==> config.mk <==
export PLATFORM = sky130hd
export DESIGN_NAME = max_pool_2x2
export DESIGN_NICKNAME = d
export VERILOG_FILES = /design/src/rtl/max_pool_2x2.sv
export SDC_FILE = /design/constraint.sdc
export NUM_CORES = 2
export LEC_CHECK = 0
export ABC_AREA = 0
export ABC_CLOCK_PERIOD_IN_PS = 6000
export CAP_MARGIN = 20
export CORE_MARGIN = 2
export CORE_UTILIZATION = 40
export CTS_CLUSTER_DIAMETER = 100
export DETAILED_ROUTE_END_ITERATION = 12
export GPL_ROUTABILITY_DRIVEN = 0
export RECOVER_POWER = 100
export SYNTH_ARGS = -nofsm -noshare
export SYNTH_HDL_FRONTEND = slang
export SYNTH_SLANG_ARGS = --single-unit
==> constraint.sdc <==
create_clock -name sys_clk -period 6 [get_ports sys_clk]
set_input_delay 1.2 -clock sys_clk [delete_from_list [all_inputs] [get_ports sys_clk]]
set_output_delay 1.2 -clock sys_clk [all_outputs]
set_load 0.005 [all_outputs]
==> src/rtl/max_pool_2x2.sv <==
// Streaming 2x2 stride-2 max-pool over a raster-order signed pixel stream.
// Optional fused ReLU on the pooled result when MAX_POOL_RELU_EN is defined.
module max_pool_2x2 #(
  parameter int DATA_W   = 16,
  parameter int MAX_SIZE = 256
) (
  input  logic                     sys_clk,
  input  logic                     sys_rst,
  input  logic [8:0]               image_size,
  input  logic                     pi_data_valid,
  input  logic signed [DATA_W-1:0] pi_data,
  output logic                     po_data_valid,
  output logic signed [DATA_W-1:0] po_data,
  output logic                     frame_valid
);

  localparam int DEPTH = MAX_SIZE / 2;
  localparam int AW    = (DEPTH > 1) ? $clog2(DEPTH) : 1;

  // Handshake: a sample is taken on every rising edge where pi_data_valid is
  // high and sys_rst is low; po_data_valid/frame_valid are single-cycle strobes
  // with no ready, so the consumer must always accept.

  logic [8:0]               cnt_col_q, cnt_col_d;
  logic [8:0]               cnt_row_q, cnt_row_d;
  logic signed [DATA_W-1:0] pair_lo_q, pair_lo_d;

  logic                     s1_out_q, s1_out_d;
  logic                     s1_frame_q, s1_frame_d;
  logic signed [DATA_W-1:0] s1_pair_q, s1_pair_d;
  logic [AW-1:0]            s1_idx_q, s1_idx_d;

  logic                     s2_out_q, s2_out_d;
  logic                     s2_frame_q, s2_frame_d;
  logic signed [DATA_W-1:0] s2_pair_q, s2_pair_d;
  logic signed [DATA_W-1:0] s2_lb_q;

  logic                     po_valid_q, po_valid_d;
  logic signed [DATA_W-1:0] po_data_q, po_data_d;
  logic                     frame_q, frame_d;

  logic signed [DATA_W-1:0] line_buf [DEPTH];

  logic                     last_col, last_row;
  logic                     col_odd, row_odd;
  logic                     do_pair, do_lo, lb_wr;
  logic signed [DATA_W-1:0] pair_max;
  logic signed [DATA_W-1:0] pooled, pool_out;
  logic [8:0]               col_half;
  logic [AW-1:0]            cur_idx;

  assign last_col = (cnt_col_q == image_size - 9'd1);
  assign last_row = (cnt_row_q == image_size - 9'd1);
  assign col_odd  = cnt_col_q[0];
  assign row_odd  = cnt_row_q[0];
  assign col_half = cnt_col_q >> 1;
  assign cur_idx  = col_half[AW-1:0];
  assign pair_max = (pi_data > pair_lo_q) ? pi_data : pair_lo_q;

  // An odd column always has an even partner; the unpaired last column of an
  // odd-sized map is even and is simply never latched into pair_lo.
  assign do_lo   = pi_data_valid && !col_odd && !last_col;
  assign do_pair = pi_data_valid && col_odd;
  assign lb_wr   = do_pair && !row_odd && !last_row && !sys_rst;

  always_comb begin
    cnt_col_d = cnt_col_q;
    cnt_row_d = cnt_row_q;
    if (pi_data_valid) begin
      if (last_col) begin
        cnt_col_d = '0;
        cnt_row_d = last_row ? 9'd0 : cnt_row_q + 9'd1;
      end else begin
        cnt_col_d = cnt_col_q + 9'd1;
      end
    end
  end

  always_comb begin
    pair_lo_d  = do_lo ? pi_data : pair_lo_q;
    s1_out_d   = do_pair && row_odd;
    s1_frame_d = pi_data_valid && last_col && last_row;
    s1_pair_d  = do_pair ? pair_max : s1_pair_q;
    s1_idx_d   = do_pair ? cur_idx : s1_idx_q;
    s2_out_d   = s1_out_q;
    s2_frame_d = s1_frame_q;
    s2_pair_d  = s1_pair_q;
  end

  always_comb begin
    pooled = (s2_lb_q > s2_pair_q) ? s2_lb_q : s2_pair_q;
`ifdef MAX_POOL_RELU_EN
    pool_out = pooled[DATA_W-1] ? '0 : pooled;
`else
    pool_out = pooled;
`endif
    po_valid_d = s2_out_q;
    po_data_d  = s2_out_q ? pool_out : po_data_q;
    frame_d    = s2_frame_q;
  end

  always_ff @(posedge sys_clk) begin
    if (sys_rst) begin
      cnt_col_q  <= '0;
      cnt_row_q  <= '0;
      pair_lo_q  <= '0;
      s1_out_q   <= 1'b0;
      s1_frame_q <= 1'b0;
      s1_pair_q  <= '0;
      s1_idx_q   <= '0;
      s2_out_q   <= 1'b0;
      s2_frame_q <= 1'b0;
      s2_pair_q  <= '0;
      po_valid_q <= 1'b0;
      po_data_q  <= '0;
      frame_q    <= 1'b0;
    end else begin
      cnt_col_q  <= cnt_col_d;
      cnt_row_q  <= cnt_row_d;
      pair_lo_q  <= pair_lo_d;
      s1_out_q   <= s1_out_d;
      s1_frame_q <= s1_frame_d;
      s1_pair_q  <= s1_pair_d;
      s1_idx_q   <= s1_idx_d;
      s2_out_q   <= s2_out_d;
      s2_frame_q <= s2_frame_d;
      s2_pair_q  <= s2_pair_d;
      po_valid_q <= po_valid_d;
      po_data_q  <= po_data_d;
      frame_q    <= frame_d;
    end
  end

  // Line buffer holds no reset: every entry is rewritten on an even row
  // before the following odd row reads it.
  always_ff @(posedge sys_clk) begin
    if (lb_wr) begin
      line_buf[cur_idx] <= pair_max;
    end
    s2_lb_q <= line_buf[s1_idx_q];
  end

  assign po_data_valid = po_valid_q;
  assign po_data       = po_data_q;
  assign frame_valid   = frame_q;

endmodule

# Word-level counts from Yosys, hierarchy flattened
# Memory sizes are Yosys's and may differ from the RTL's. A register that Yosys moved wholly into a read port is not among the register bits.
# Index checks and enable logic that the tools add are counted.
totals:
  out_inout_bits: 18
  ff_bits: 95
  ramBits: 2048
  in_bits: 28
  n_memories: 1
  word_cells: 42
mem_list:
  columns: ["name", "words", "width", "read_ports", "rd_ports_with_merged_regs", "write_ports", "line", "text"]
  rows:
  - ["line_buf", 128, 16, 1, 1, 1, "42", "logic signed [DATA_W-1:0] line_buf [DEPTH];"]
classes:
  n_reduce_logical: 15
  addsub: 3
  order_cmp: 2
  mux: 6
  eq_ne: 2
ops:
  columns: ["cell", "count"]
  rows:
  - ["16-bit greater-than comparator", 2]
  - ["16-bit 2-to-1 mux", 2]
  - ["9-bit by 1-bit adder with 9-bit output, second input constant", 2]
  - ["9-bit == test", 2]
  - ["9-bit 2-to-1 mux", 2]
  - ["1-bit logical AND", 9]
  - ["9-bit by 1-bit subtractor with 9-bit output, second input constant", 1]
  - ["1-bit zero test", 5]
  - ["1-bit 2-to-1 mux", 2]
  - ["2-bit AND reduction", 1]

# Logic depth before layout (Yosys ltp)
logic_depth:
  ltp_word: 7
  ltp_mapped: 11
  ltp_nobuf: 9

# Worst setup path before layout
# No wires, ideal clock.
synth_path:
  path_type: "input port to flip-flop"
  startpoint: "input port pi_data[1]"
  endpoint: "memory line_buf[0][4], data pin"
  path_stages: 8
  path_buffers: 1
  setup_slack_ns: 0.785
  arrival_ns: 4.707
  cell_sequence: "ha_1 > nor2b_1 > o211ai_1 > a21oi_1 > or4_1 > a31oi_1 > buf_2 > mux2_1"
synth_via:
  elab_chain_cells: 2
synth_rtl:
  columns: ["element", "line", "text"]
  rows:
  - ["start, declared", "11", "input logic signed [DATA_W-1:0] pi_data,"]
  - ["16-bit greater-than comparator", "58", "assign pair_max = (pi_data > pair_lo_q) ? pi_data : pair_lo_q;"]
  - ["16-bit 2-to-1 mux", "58", null]
  - ["named net pair_max[4]", "47", "logic signed [DATA_W-1:0] pair_max;"]
  - ["end, declared", "42", null]
# The timed path passes the listed nets, and every way through them passes these cells.

# Final worst setup path
layout_path:
  startpoint: "input port image_size[0]"
  endpoint: "memory line_buf[11][1] (enable)"
layout_via:
  elab_chain_cells: 7
layout_rtl:
  columns: ["element", "line", "text"]
  rows:
  - ["start, declared", "9", "input logic [8:0] image_size,"]
  - ["9-bit by 1-bit subtractor with 9-bit output", "53", "assign last_row = (cnt_row_q == image_size - 9'd1);"]
  - ["9-bit == test", "53", null]
  - ["1-bit zero test", "64", "assign lb_wr = do_pair && !row_odd && !last_row && !sys_rst;"]
  - ["1-bit logical AND (2 in series)", "64", null]
  - ["1-bit 2-to-1 mux", "137", "if (lb_wr) begin"]
  - ["1-bit 2-to-1 mux (implied by the code)", "138", "line_buf[cur_idx] <= pair_max;"]
# No other way between the ends.

==> flow_summary_export.csv <==
group,metric,value,unit
outcome,outcome,"finished with violations",
place,io_buffers,45,
layout,final_cell_mix,"2048 x edfxtp_1, 608 x mux4_2, 210 x clkbuf_16",
timing,slew_headroom,-154,%
hold_path,hold_class,"register to register",
worst_setup_path,reg2regPathDepth,10,
detailed_routing,vias,40700,
detailed_routing,wl_per_cell,29.8,um
detailed_routing,first_pass_iters,5,
power_and_ir_drop,ir_drop,0.000280,V
worst_setup_path,worst_path_max_delay_cell,"clkbuf_1",
worst_setup_path,timing.rr.start,"pair_lo_q[1]",
die,die_w,462,um
logic_synthesis,syn-cell-area,83900,um^2
logic_synthesis,ys_dominant_reg_cell,"edfxtp_1",
detailed_routing,drt_iter0_markers,4721,
global_route,grt_pass1_vias,40400,
detailed_routing,drc,0,
timing,period_share,88.7,%
place,hpwl,133000,um
cts,cts_tree,"done",
layout,nets,4240,
cts,root_buffer,"clkbuf_16",
cts,path_clk_slew,0.06,ns
layout,fin_cells,7153,
cts,cts_buffer_depth,3,
cts,worstSkewPairLatency,0.85,ns
die,floorplan.die_area,214000,um^2
cts,cts_inserted_buffers,208,
job,drv_cap,13,
layout,layout_commonest_cell,"edfxtp_1",
place,placedCellCount,6769,
cts,hold_buffers,0,
worst_setup_path,worst_setup_path_end_kind,"register",
worst_setup_path,critPathKind,"primary input to register",
worst_setup_path,critPathMaxStageDelay,0.96,ns
cts,cts_sinks,2159,
worst_setup_path,path_cells,"dlygate4sd3_1 > inv_1 > ha_1 > nor4b_1 > a211oi_1 > o32ai_1 > o21ai_1 > nand2_1 > nand4_1 > nor2_1 > clkbuf_1",
outcome,violations,"capacitance limit, slew limit",
worst_setup_path,crit_required,6.46,ns
logic_synthesis,yosysUniqueCellTypes,66,
logic_synthesis,synth_area_per_cell,21.6,um^2
layout,fillers,17400,
die,io_pins,46,
logic_synthesis,ys_warn_count,0,
power_and_ir_drop,finalPower,30.6,mW
timing,hold_slack,0.461,ns
cts,cts_setup_buffers,0,
global_route,overflow,0,
worst_setup_path,cp-start-kind,"primary input",
die,die_h,462,um
timing,worst_pin_slew,3.80,ns
logic_synthesis,synth_edf_count,2048,
logic_synthesis,synth_mux_area_share,17.5,%
die,coreArea,209000,um^2
timing,fin_crit,5.32,ns
layout,drive_gt1_share,25.1,%
power_and_ir_drop,p_leak,28.8,nW
logic_synthesis,yosysSeqAreaShare,75.9,%
timing,setup_tns,0,ns
logic_synthesis,synth-compound-area-share,1.54,%
logic_synthesis,ys_ff_latch,2159,
timing,report.final.setup_viol,0,
logic_synthesis,yosys.area_share.adder,0.522,%
worst_setup_path,arrival,5.78,ns
detailed_routing,avgViaCountPerCell,5.69,
logic_synthesis,syn-num-nets,3955,
timing,fmax,188,MHz
timing,rsz0062_at_grt,"false",
timing,hold_viol,0,
global_route,grt_pass1_wl,302000,um
logic_synthesis,synth_top_family_by_area,"multiplexers",
layout,syn_to_final_growth,13.9,%
global_route,antenna_found_initial,16,
timing,final.setup_skew,0.0309,ns
worst_setup_path,crit_path_max_fanout,16,
global_route,grt_max_degree,130,
die,std_cell_rows,168,
detailed_routing,drtAntennaViolNets,0,
detailed_routing,drt-total-wl,213000,um
logic_synthesis,synth_cells,3892,
timing,finalMaxSlewViolations,702,
cts,cts_resized,0,
hold_path,hold_start,"frame_d",
global_route,grt_usage,20.0,%
layout,fin_util,45.7,%
power_and_ir_drop,p_per_area,320,nW/um^2
worst_setup_path,critPathLaunch,"image_size[0]",
die,start_util,40.1,%
logic_synthesis,synth-simple-area-share,2.96,%
cts,htreeDepth,4,
logic_synthesis,synthArstFlopShare,0,%
logic_synthesis,yosys.area_share.xor_xnor,0.274,%
hold_path,min_path_cells,1,
==> state kept, by name (all words and copies together) (netlist names) <==
signal and flops:
s1_idx_q 7, s2_lb_q 16, cnt_col_q 9, cnt_row_q 9
frame_valid 1, po_valid_d 1, s1_frame_q 1, frame_d 1
s1_out_q 1, po_data_valid 1, line_buf 2048, s2_pair_q 16
pair_lo_q 16, s1_pair_q 16, po_data 16
==> per-layer routing <==
metal / up-vias / part of all wire, % / track usage [%]
li1: 16900 / - / -
met1: 21800 / 43 / 28.9
met2: 1724 / 47 / 31.2
met3: 293 / 7.7 / 3.61
met4: 4 / 2.9 / 5.75
met5: - / 0.013 / 0
==> cell families (layout without fill, tap and decap cells) <==
| logic type | after synthesis | count (layout) |
|---|---|---|
| AO/OA/AOI/OAI | 189 | 189 |
| XOR/XNOR | 23 | 23 |
| adder cells (fa/ha/maj) | 35 | 35 |
| buffers and inverters | 259 | 711 |
| flip-flops | 2159 | 2159 |
| multiplexers | 705 | 705 |
| other | 0 | 4 |
| AND/OR/NAND/NOR | 522 | 522 |
==> synthesized netlist by cell type (all sizes together) (5+ instances only) <==
| cell | instances | area, um^2 |
|---|---|---|
| nor4 | 14 | 87.6 |
| a21o | 10 | 75.1 |
| a311oi | 16 | 140 |
| edfxtp | 2048 | 61500 |
| mux2 | 16 | 180 |
| nand2 | 95 | 357 |
| nand3 | 67 | 340 |
| mux2i | 81 | 811 |
| a211oi | 8 | 72.6 |
| xnor2 | 12 | 105 |
| a22oi | 48 | 360 |
| dfxtp | 111 | 2220 |
| nand4 | 47 | 300 |
| nor3 | 13 | 70.1 |
| xor2 | 9 | 78.8 |
| inv | 44 | 165 |
| nor2 | 200 | 751 |
| clkbuf | 121 | 454 |
| or2 | 19 | 121 |
| mux4 | 608 | 13700 |
| nor2b | 29 | 181 |
| nand2b | 9 | 56.3 |
| buf | 94 | 458 |
| or4 | 5 | 37.5 |
| or3 | 5 | 31.3 |
| a21oi | 40 | 200 |
| o21a | 17 | 128 |
| o21ai | 27 | 135 |
| ha | 35 | 438 |
==> report_power, final <==
group	internal [mW]	switching [mW]	total [mW]	leakage [nW]
clock network	6.97	5.48	12.4	3.11
registers	16.9	0.0200	16.9	19.5
logic	0.259	0.997	1.26	6.25
==> critical path: cells and delay by family <==
| kind | cells | cell delay (ns) |
|---|---|---|
| AOI/OAI and AO/OA | 3 | 0.59 |
| buffers and inverters | 3 | 1.69 |
| adders and majority gates | 1 | 0.31 |
| and+or+nand+nor | 4 | 1.97 |
==> worst paths after layout <==
path | slack (ns) | end
setup / recovery | 0.68 | line_buf[11][1]
hold / removal | 0.46 | frame_valid
setup reg to reg | 1.39 | line_buf[44][4]
hold reg to reg | 0.46 | frame_valid
==> cell type report <==
cell class / count / area, um^2 / share of cell area [%]
Sequential cell: 2159 / 63700 / 66.7
Multi-Input combinational cell: 1474 / 19200 / 20.0
Clock buffer: 269 / 5550 / 5.80
Tap cell: 2805 / 3510 / 3.67
Timing Repair Buffer: 290 / 2590 / 2.71
Clock inverter: 108 / 880 / 0.920
Inverter: 44 / 165 / 0.173
Antenna cell: 4 / 10.0 / 0.0105
==> stage by stage <==
step                      instance area [um^2]  worst slack [ns]
after floorplan                          83900             0.785
after global placement                   89600             0.523
after detailed placement                 89600             0.519
after CTS                                96000              1.41
after global routing                     95600             0.568
final                                    95600             0.676
Note: power is estimated with default switching activity, not from simulation.
